## src/rtl/dispatch_queue.sv

```systemverilog
// In-order dispatch FIFO steering each head entry to one of NUM_UNITS execution units
// over valid/ready, dropping and counting entries whose unit index is unmapped.
module dispatch_queue #(
    parameter int NUM_UNITS     = 8,
    parameter int DEPTH         = 4,
    parameter int PAYLOAD_WIDTH = 64,
    parameter int RS_ID_WIDTH   = 5,
    parameter int UNIT_IDX_W    = 4
) (
    input  logic                             clk,
    input  logic                             rst,
    input  logic                             flush,
    input  logic                             in_valid,
    output logic                             in_ready,
    input  logic [UNIT_IDX_W-1:0]            in_unit,
    input  logic [PAYLOAD_WIDTH-1:0]         in_payload,
    output logic [NUM_UNITS-1:0]             unit_valid,
    input  logic [NUM_UNITS-1:0]             unit_ready,
    output logic [PAYLOAD_WIDTH-1:0]         unit_payload,
    input  logic [NUM_UNITS*RS_ID_WIDTH-1:0] unit_id,
    output logic                             issue_valid,
    output logic [UNIT_IDX_W-1:0]            issue_unit,
    output logic [RS_ID_WIDTH-1:0]           issue_id,
    output logic                             illegal_valid,
    output logic [7:0]                       illegal_count,
    output logic [$clog2(DEPTH):0]           occupancy
);

    localparam int PTR_W = $clog2(DEPTH);
    localparam int OCC_W = PTR_W + 1;

    logic [UNIT_IDX_W-1:0]    unit_mem    [DEPTH];
    logic [PAYLOAD_WIDTH-1:0] payload_mem [DEPTH];

    logic [PTR_W-1:0]       rd_ptr;
    logic [PTR_W-1:0]       wr_ptr;
    logic [OCC_W-1:0]       occ;
    logic [UNIT_IDX_W-1:0]  head_unit;
    logic                   head_legal;
    logic                   not_empty;
    logic                   handshake;
    logic                   drop;
    logic                   enq;
    logic                   deq;
    logic [RS_ID_WIDTH-1:0] sel_id;

    assign head_unit    = unit_mem[rd_ptr];
    assign unit_payload = payload_mem[rd_ptr];
    assign occupancy    = occ;
    assign not_empty    = (occ != '0);
    assign head_legal   = ({1'b0, head_unit} < (UNIT_IDX_W + 1)'(NUM_UNITS));

    // No full-bypass: a full queue refuses input even while it dequeues.
    assign in_ready = (occ != OCC_W'(DEPTH)) && !rst;

    assign enq       = in_valid && in_ready && !flush;
    assign handshake = |(unit_valid & unit_ready);
    assign drop      = not_empty && !flush && !head_legal;
    assign deq       = handshake || drop;

    // unit_valid is a function of queue state and flush only, never of unit_ready.
    always_comb begin
        unit_valid = '0;
        sel_id     = '0;
        for (int k = 0; k < NUM_UNITS; k++) begin
            if (head_unit == UNIT_IDX_W'(k)) begin
                unit_valid[k] = not_empty && !flush && head_legal;
                sel_id        = unit_id[k*RS_ID_WIDTH +: RS_ID_WIDTH];
            end
        end
    end

    always_ff @(posedge clk) begin
        if (enq) begin
            unit_mem[wr_ptr]    <= in_unit;
            payload_mem[wr_ptr] <= in_payload;
        end
    end

    always_ff @(posedge clk) begin
        if (rst) begin
            rd_ptr        <= '0;
            wr_ptr        <= '0;
            occ           <= '0;
            issue_valid   <= 1'b0;
            issue_unit    <= '0;
            issue_id      <= '0;
            illegal_valid <= 1'b0;
            illegal_count <= '0;
        end else if (flush) begin
            rd_ptr        <= '0;
            wr_ptr        <= '0;
            occ           <= '0;
            issue_valid   <= 1'b0;
            illegal_valid <= 1'b0;
        end else begin
            if (enq) begin
                wr_ptr <= wr_ptr + 1'b1;
            end
            if (deq) begin
                rd_ptr <= rd_ptr + 1'b1;
            end
            case ({enq, deq})
                2'b10:   occ <= occ + 1'b1;
                2'b01:   occ <= occ - 1'b1;
                default: occ <= occ;
            endcase
            issue_valid <= handshake;
            if (handshake) begin
                issue_unit <= head_unit;
                issue_id   <= sel_id;
            end
            illegal_valid <= drop;
            if (drop && (illegal_count != 8'hFF)) begin
                illegal_count <= illegal_count + 1'b1;
            end
        end
    end

endmodule

```

## config.mk

```make
export PLATFORM = sky130hd
export DESIGN_NAME = dispatch_queue
export DESIGN_NICKNAME = d
export VERILOG_FILES = /design/src/rtl/dispatch_queue.sv
export SDC_FILE = /design/constraint.sdc
export NUM_CORES = 1
export LEC_CHECK = 0
export CAP_MARGIN = 10
export CORE_MARGIN = 3
export CORE_UTILIZATION = 30
export CTS_CLUSTER_DIAMETER = 40
export DETAILED_ROUTE_END_ITERATION = 8
export SETUP_SLACK_MARGIN = 0.3
export SLEW_MARGIN = 10
export SYNTH_ARGS = -nofsm -noshare
export SYNTH_HDL_FRONTEND = slang
export SYNTH_SLANG_ARGS = --single-unit
```

## constraint.sdc

```tcl
create_clock -name clk -period 4.1 [get_ports clk]
set_input_delay 0.82 -clock clk [delete_from_list [all_inputs] [get_ports clk]]
set_output_delay 0.82 -clock clk [all_outputs]
set_load 0.01 [all_outputs]
```

==> flow_summary.yaml, run 1 <==
worst_setup_path:
  cp_max_fo: 8
  crit_path_top_delay_cell: "mux4_2"
  critical_path_buf_inv_count: 1
  critical_path_class: "register to primary output"
  cp_top_family: "multiplexers"
  r2r_slack_ns: 0.83
  crit_chain: "mux4_2 > nor3_2 > nand2b_1 > nor3_1 > clkdlybuf4s50_1"
  worstPathRequired_ns: 3.28
  cp_data_arrival_time_ns: 2.76
  start_kind: "register"
  crit_path_end_kind: "primary output"
  slowest_delay_ns: 0.62
power:
  p_comb_share_pct: 4.2
  power_density_mw_per_mm2: 462
  p_seq_share_pct: 45.9
  switching_power_w: 0.00149
  leakage_nw: 5.11
  p_int_w: 0.00586
  p_clk_share_pct: 49.9
  peakVddDrop_mv: 0.299
  sw_frac_of_total_pct: 20.3
cells_and_area:
  num_antenna_cells: 0
  area.growth.synth_to_final_pct: 37.9
  fill_cells: 3412
  drive_gt1_share_pct: 20.0
  nNetsFinal: 959
sta:
  period_needed_ns: 3.58
  final-hold-violation-count: 0
  drv_slew: 0
  fin_hold_ws_ns: 0.457
  tightest_slew_ns: 0.770
  fin_worst_skew_ns: 0.0145
  setup_viol: 0
  post-route-period-util_pct: 87.4
  fmax_mhz: 279
  rsz0062_at_grt: "no"
  setup_tns_ns: 0
  max_slew_margin_pct: 48.7
placement:
  hpwl_um: 16100
  numPortBuffers: 214
  gp_congestion: 0.783
detailed_routing:
  avgViaCountPerCell: 4.57
  antenna_left: 0
  vias: 6285
  drcViolationCount: 0
  wl_per_cell_um: 19.1
  dr.pass1.iters: 4
  drtIter0Drc: 365
  wirelength_um: 26200
logic_synthesis:
  synth-main-ff-cell: "edfxtp_1"
  syn_avg_cell_area_sq_um: 20.1
  synth_edf_count: 272
  netlist_area_sq_mm: 0.0116
  synth_nets: 702
  ys_warn_count: 0
  netlist_instances: 575
  synth_async_sr_flop_share_pct: 0
  seq_area_frac_synth_pct: 75.5
  synth-seq-cells: 300
  synth.distinct_cells: 43
clock_tree:
  clock-sinks: 300
  cts_tree: "built"
  cts-htree-levels: 2
  clk_latency_ns: 0.55
  clockRootBuffer: "clkbuf_16"
  cts.reportedPaths.clkPinSlew_ns: 0.05
  clockBufferDepth: 3
  cts_buffers: 44
global_route:
  antenna_found_initial: 0
  grt_pass1_wl_um: 40500
  grt_overflow: 0
  grtUsageTotal_pct: 12.9
  grt_pass1_vias: 6722
  grt_max_degree: 46
die:
  ios: 215
  fp.coreArea_sq_mm: 0.0378
  initial_core_util_pct: 30.5
  num_rows: 71
  dieArea_sq_mm: 0.0409
  die_y_um: 202
  die_w_um: 202
worst_hold_path:
  min_path_type: "register to register"
outcome:
  outcome: "finished clean"
run:
  drv_cap: 0
-- registers in the layout, indices dropped and copies added, names as in the netlist, named ones only --
name and cells:
payload_mem 256, unit_mem 16, issue_id 5, issue_unit 4, occupancy 3, illegal_valid 1
wr_ptr 2, rd_ptr 2, issue_valid 1, illegal_count 8
-- metrics by stage --
stage               util [%]  power, W  cells  cell area [sq um]  setup WS (ns)
floorplan                  -   0.00353    575              11600          0.544
global placement        38.1   0.00374   1291              14400          0.620
detailed placement      38.1   0.00375   1291              14400          0.600
CTS                     42.0   0.00747   1370              15900          0.322
global route            42.1   0.00763   1376              15900          0.304
finish                  42.1   0.00736   1376              15900          0.516
-- Yosys cell counts (3+ instances only) --
| master | n | area [sq um] |
|---|---|---|
| edfxtp_1 | 272 | 8170 |
| mux4_2 | 68 | 1530 |
| dfxtp_1 | 28 | 561 |
| nor2_1 | 24 | 90.1 |
| nand2_1 | 21 | 78.8 |
| mux2i_1 | 19 | 190 |
| a21oi_1 | 10 | 50.1 |
| buf_2 | 10 | 50.1 |
| o21ai_0 | 10 | 50.1 |
| inv_1 | 9 | 33.8 |
| o211ai_1 | 9 | 67.6 |
| buf_1 | 7 | 26.3 |
| clkbuf_1 | 7 | 26.3 |
| nand3_1 | 7 | 35.0 |
| and2_1 | 6 | 37.5 |
| ha_1 | 6 | 75.1 |
| nor3_1 | 6 | 30.0 |
| xor2_1 | 6 | 52.6 |
| nand4_1 | 5 | 31.3 |
| a22o_1 | 4 | 35.0 |
| nand3b_1 | 4 | 30.0 |
| nor3b_1 | 4 | 30.0 |
| or3_1 | 4 | 25.0 |
| and3_1 | 3 | 18.8 |
| nor2b_1 | 3 | 18.8 |
| o21ai_1 | 3 | 15.0 |
-- power by group through the flow --
stage	Combinational (W)	Clock (W)	Sequential [W]
global placement	0.000307	0	0.00343
finish	0.000310	0.00367	0.00337
global route	0.000336	0.00392	0.00337
detailed placement	0.000310	0	0.00344
floorplan	0.0000907	0	0.00344
CTS	0.000312	0.00379	0.00337
-- cell usage in the layout (no fill, tap or decap), drive strengths merged, types with 18 or more instances in the layout --
| cell | netlist | layout |
|---|---|---|
| nor2 | 25 | 25 |
| dfxtp | 28 | 28 |
| mux2i | 19 | 19 |
| buf | 19 | 23 |
| inv | 9 | 18 |
| nand2 | 21 | 21 |
| clkdlybuf4s50 | 0 | 214 |
| clkbuf | 7 | 51 |
| mux4 | 68 | 68 |
| edfxtp | 272 | 272 |
-- cells by family after synthesis --
kind of cell,synth area share (%)
compound gates,2.45
xor+xnor,0.606
fa+ha+maj,0.823
buf+inv,1.34
flops,75.5
mux,15.0
simple gates,4.26
-- per-layer routing --
metal	wire, um	part of all wire, %	up-vias	global-route usage (%)
met4	563	2.1	0	4.33
met3	2460	9.4	47	5.33
li1	-	-	2876	-
met2	11900	45	214	19.7
met1	11300	43	3148	16.7
met5	0	0	-	0
-- worst paths after layout --
kind                     from             to  cells after the start
hold reg to reg   issue_id[3]    issue_id[3]                      2
setup / recovery     register  unit_valid[0]                      5
setup reg to reg     register   occupancy[2]                     13
hold / removal    issue_id[3]    issue_id[3]                      2
-- tightest hold or removal path: stages, from the launching register on --
cell and delay, ns:
dfxtp_1 0.31, nand2_1 0.05, a21oi_1 0.05
-- repair_timing --
item / in CTS / in global routing
resized for setup: 1 / 0
buffers inserted: 0 / 6
cloned: 0 / 0
setup endpoints to repair: 45 / 4
hold buffers: 0 / 0
-- area by class of cell --
class	count	area (sq um)	share of cell area, %
clock buffer	51	1130	7.07
tap	511	639	4.01
multi-input combinational	240	2680	16.8
clock inverter	28	327	2.05
sequential	300	8740	54.8
inverter	9	33.8	0.212
timing repair buffer	237	2390	15.0
Note: power is estimated with default switching activity, not from simulation.
==> run 2: changes to the inputs <==
--- a/config.mk
+++ b/config.mk
@@ -6,7 +6,6 @@
 export NUM_CORES = 1
 export LEC_CHECK = 0
 export CAP_MARGIN = 10
-export CORE_MARGIN = 3
 export CORE_UTILIZATION = 30
 export CTS_CLUSTER_DIAMETER = 40
 export DETAILED_ROUTE_END_ITERATION = 8
==> run 2 against run 1 <==
  * Register-to-register slack improved by 0.04 ns
  * Sequential power barely moved
  * Via count fell by 0.57%
  * Worst hold slack improved by 0.017 ns
  * Clock skew rose by 0.0015 ns
  * Maximum frequency rose by 0.16%
  * Global-route usage rose by 0.14 points
  * First-iteration DRC count fell by 39%
  * Cell count fell by 0.87%
  * Clock power barely moved
  * Non-clock buffer count fell by 13
  * Critical path type unchanged
  * Highest routed layer is now met5
==> flow_summary.yaml, run 2 (synthesized netlist as in run 1, its figures left out) <==
outcome:
  outcome: "finished clean"
detailed_routing:
  wl_per_cell_um: 18.9
  wirelength_um: 25700
  avgViaCountPerCell: 4.58
  drtIter0Drc: 223
  drcViolationCount: 0
  dr.pass1.iters: 4
  vias: 6249
  antenna_left: 0
sta:
  fmax_mhz: 279
  period_needed_ns: 3.58
  setup_tns_ns: 0
  rsz0062_at_grt: "no"
  final-hold-violation-count: 0
  tightest_slew_ns: 0.739
  drv_slew: 0
  fin_worst_skew_ns: 0.0160
  max_slew_margin_pct: 50.8
  fin_hold_ws_ns: 0.473
  setup_viol: 0
  post-route-period-util_pct: 87.3
placement:
  gp_congestion: 0.773
  hpwl_um: 15200
  numPortBuffers: 214
global_route:
  met1_usage_pct: 15.6
  grt_overflow: 0
  grt_pass1_wl_um: 38100
  antenna_found_initial: 2
  met2_usage_pct: 20.8
  use_met3_pct: 5.52
  grt_pass1_vias: 6537
  grt_max_degree: 69
  busiest_layer: "met2"
  grtUsageTotal_pct: 13.0
clock_tree:
  postCtsHoldBufs: 0
  cts_setup_buffers: 0
  cts_buffers: 45
  cts-htree-levels: 2
  cts.reportedPaths.clkPinSlew_ns: 0.05
  clk_latency_ns: 0.54
  clock-sinks: 300
  cts_tree: "built"
  clockRootBuffer: "clkbuf_16"
  clockBufferDepth: 3
die:
  dieArea_sq_mm: 0.0393
  fp.coreArea_sq_mm: 0.0378
  num_rows: 71
  initial_core_util_pct: 30.6
  ios: 215
  die_y_um: 198
  die_w_um: 198
power:
  power_density_mw_per_mm2: 465
  power_w: 0.00737
  peakVddDrop_mv: 0.301
  leakage_nw: 5.04
worst_setup_path:
  crit_path_top_delay_cell: "mux4_2"
  worstPathRequired_ns: 3.28
  crit_chain: "mux4_2 > nor3_2 > nand2b_1 > nor3_1 > clkdlybuf4s50_1"
  cp_top_family: "multiplexers"
  critical_path_class: "register to primary output"
  crit_path_end_kind: "primary output"
  slowest_delay_ns: 0.62
  cp_data_arrival_time_ns: 2.76
  start_kind: "register"
  critical_path_buf_inv_count: 1
  cp_max_fo: 8
cells_and_area:
  nNetsFinal: 948
  largest_reg_flops: 256
  top_register: "payload_mem"
  final_common_cell: "edfxtp_1"
  final_util_pct: 42.0
  drive_gt1_share_pct: 19.6
  multiInputGateArea_sq_mm: 0.00271
  area.growth.synth_to_final_pct: 37.3
  fill_cells: 3356
  layout_common_cells: "edfxtp_1 (272), clkdlybuf4s50_1 (214), mux4_2 (68)"
  reg_top3: "payload_mem: 256 flops, unit_mem: 16 flops, illegal_count: 8 flops"
  register_area_sq_mm: 0.00874
worst_hold_path:
  min_path_type: "register to register"
  min_from: "issue_unit[3]"
run:
  drv_cap: 0
run 2: power breakdown:
| group | total [W] | internal, W | switching [W] | leakage (nW) |
|---|---|---|---|---|
| Sequential | 0.00337 | 0.00337 | 0.00000758 | 2.68 |
| Combinational | 0.000305 | 0.000178 | 0.000127 | 1.65 |
| Clock | 0.00369 | 0.00234 | 0.00136 | 0.705 |
| Total | 0.00737 | 0.00588 | 0.00149 | 5.04 |
run 2: worst paths after layout:
| check | to | slack [ns] | depth (start not counted) |
|---|---|---|---|
| max | unit_valid[0] | 0.52 | 5 |
| min | issue_unit[3] | 0.47 | 1 |
| max reg2reg | occupancy[2] | 0.87 | 11 |
| min reg2reg | issue_unit[3] | 0.47 | 1 |
run 2: timing repair:
action / 4_1_cts / 5_1_grt
setup endpoints to repair: 2 / 2
pin swaps: 0 / 0
gates resized for setup: 1 / 0
gates cloned: 0 / 1
run 2: metrics by stage:
stage | setup slack (ns) | cell area, sq um | std cells
6_report | 0.522 | 15900 | 1364
2_1_floorplan | 0.544 | 11600 | 575
3_5_place_dp | 0.655 | 14400 | 1284
5_1_grt | 0.356 | 15900 | 1363
4_1_cts | 0.322 | 15800 | 1362
3_3_place_gp | 0.683 | 14400 | 1284
run 2: metal layers:
layer  up-vias  routed length (um)
li1       2855                   -
met1      3133               10800
met2       227               11900
met3        32                2550
met4         2                 477
met5         -                  16
run 2: final cells by class:
class                   instances  share of cell area (%)
clock inverters                31                    2.13
repair buffers                224                    14.3
flip-flops and latches        300                    55.1
multi-input cells             241                    17.1
well taps                     511                    4.03
inverters                       9                   0.213
diodes                          1                  0.0158
clock buffers                  47                    7.15
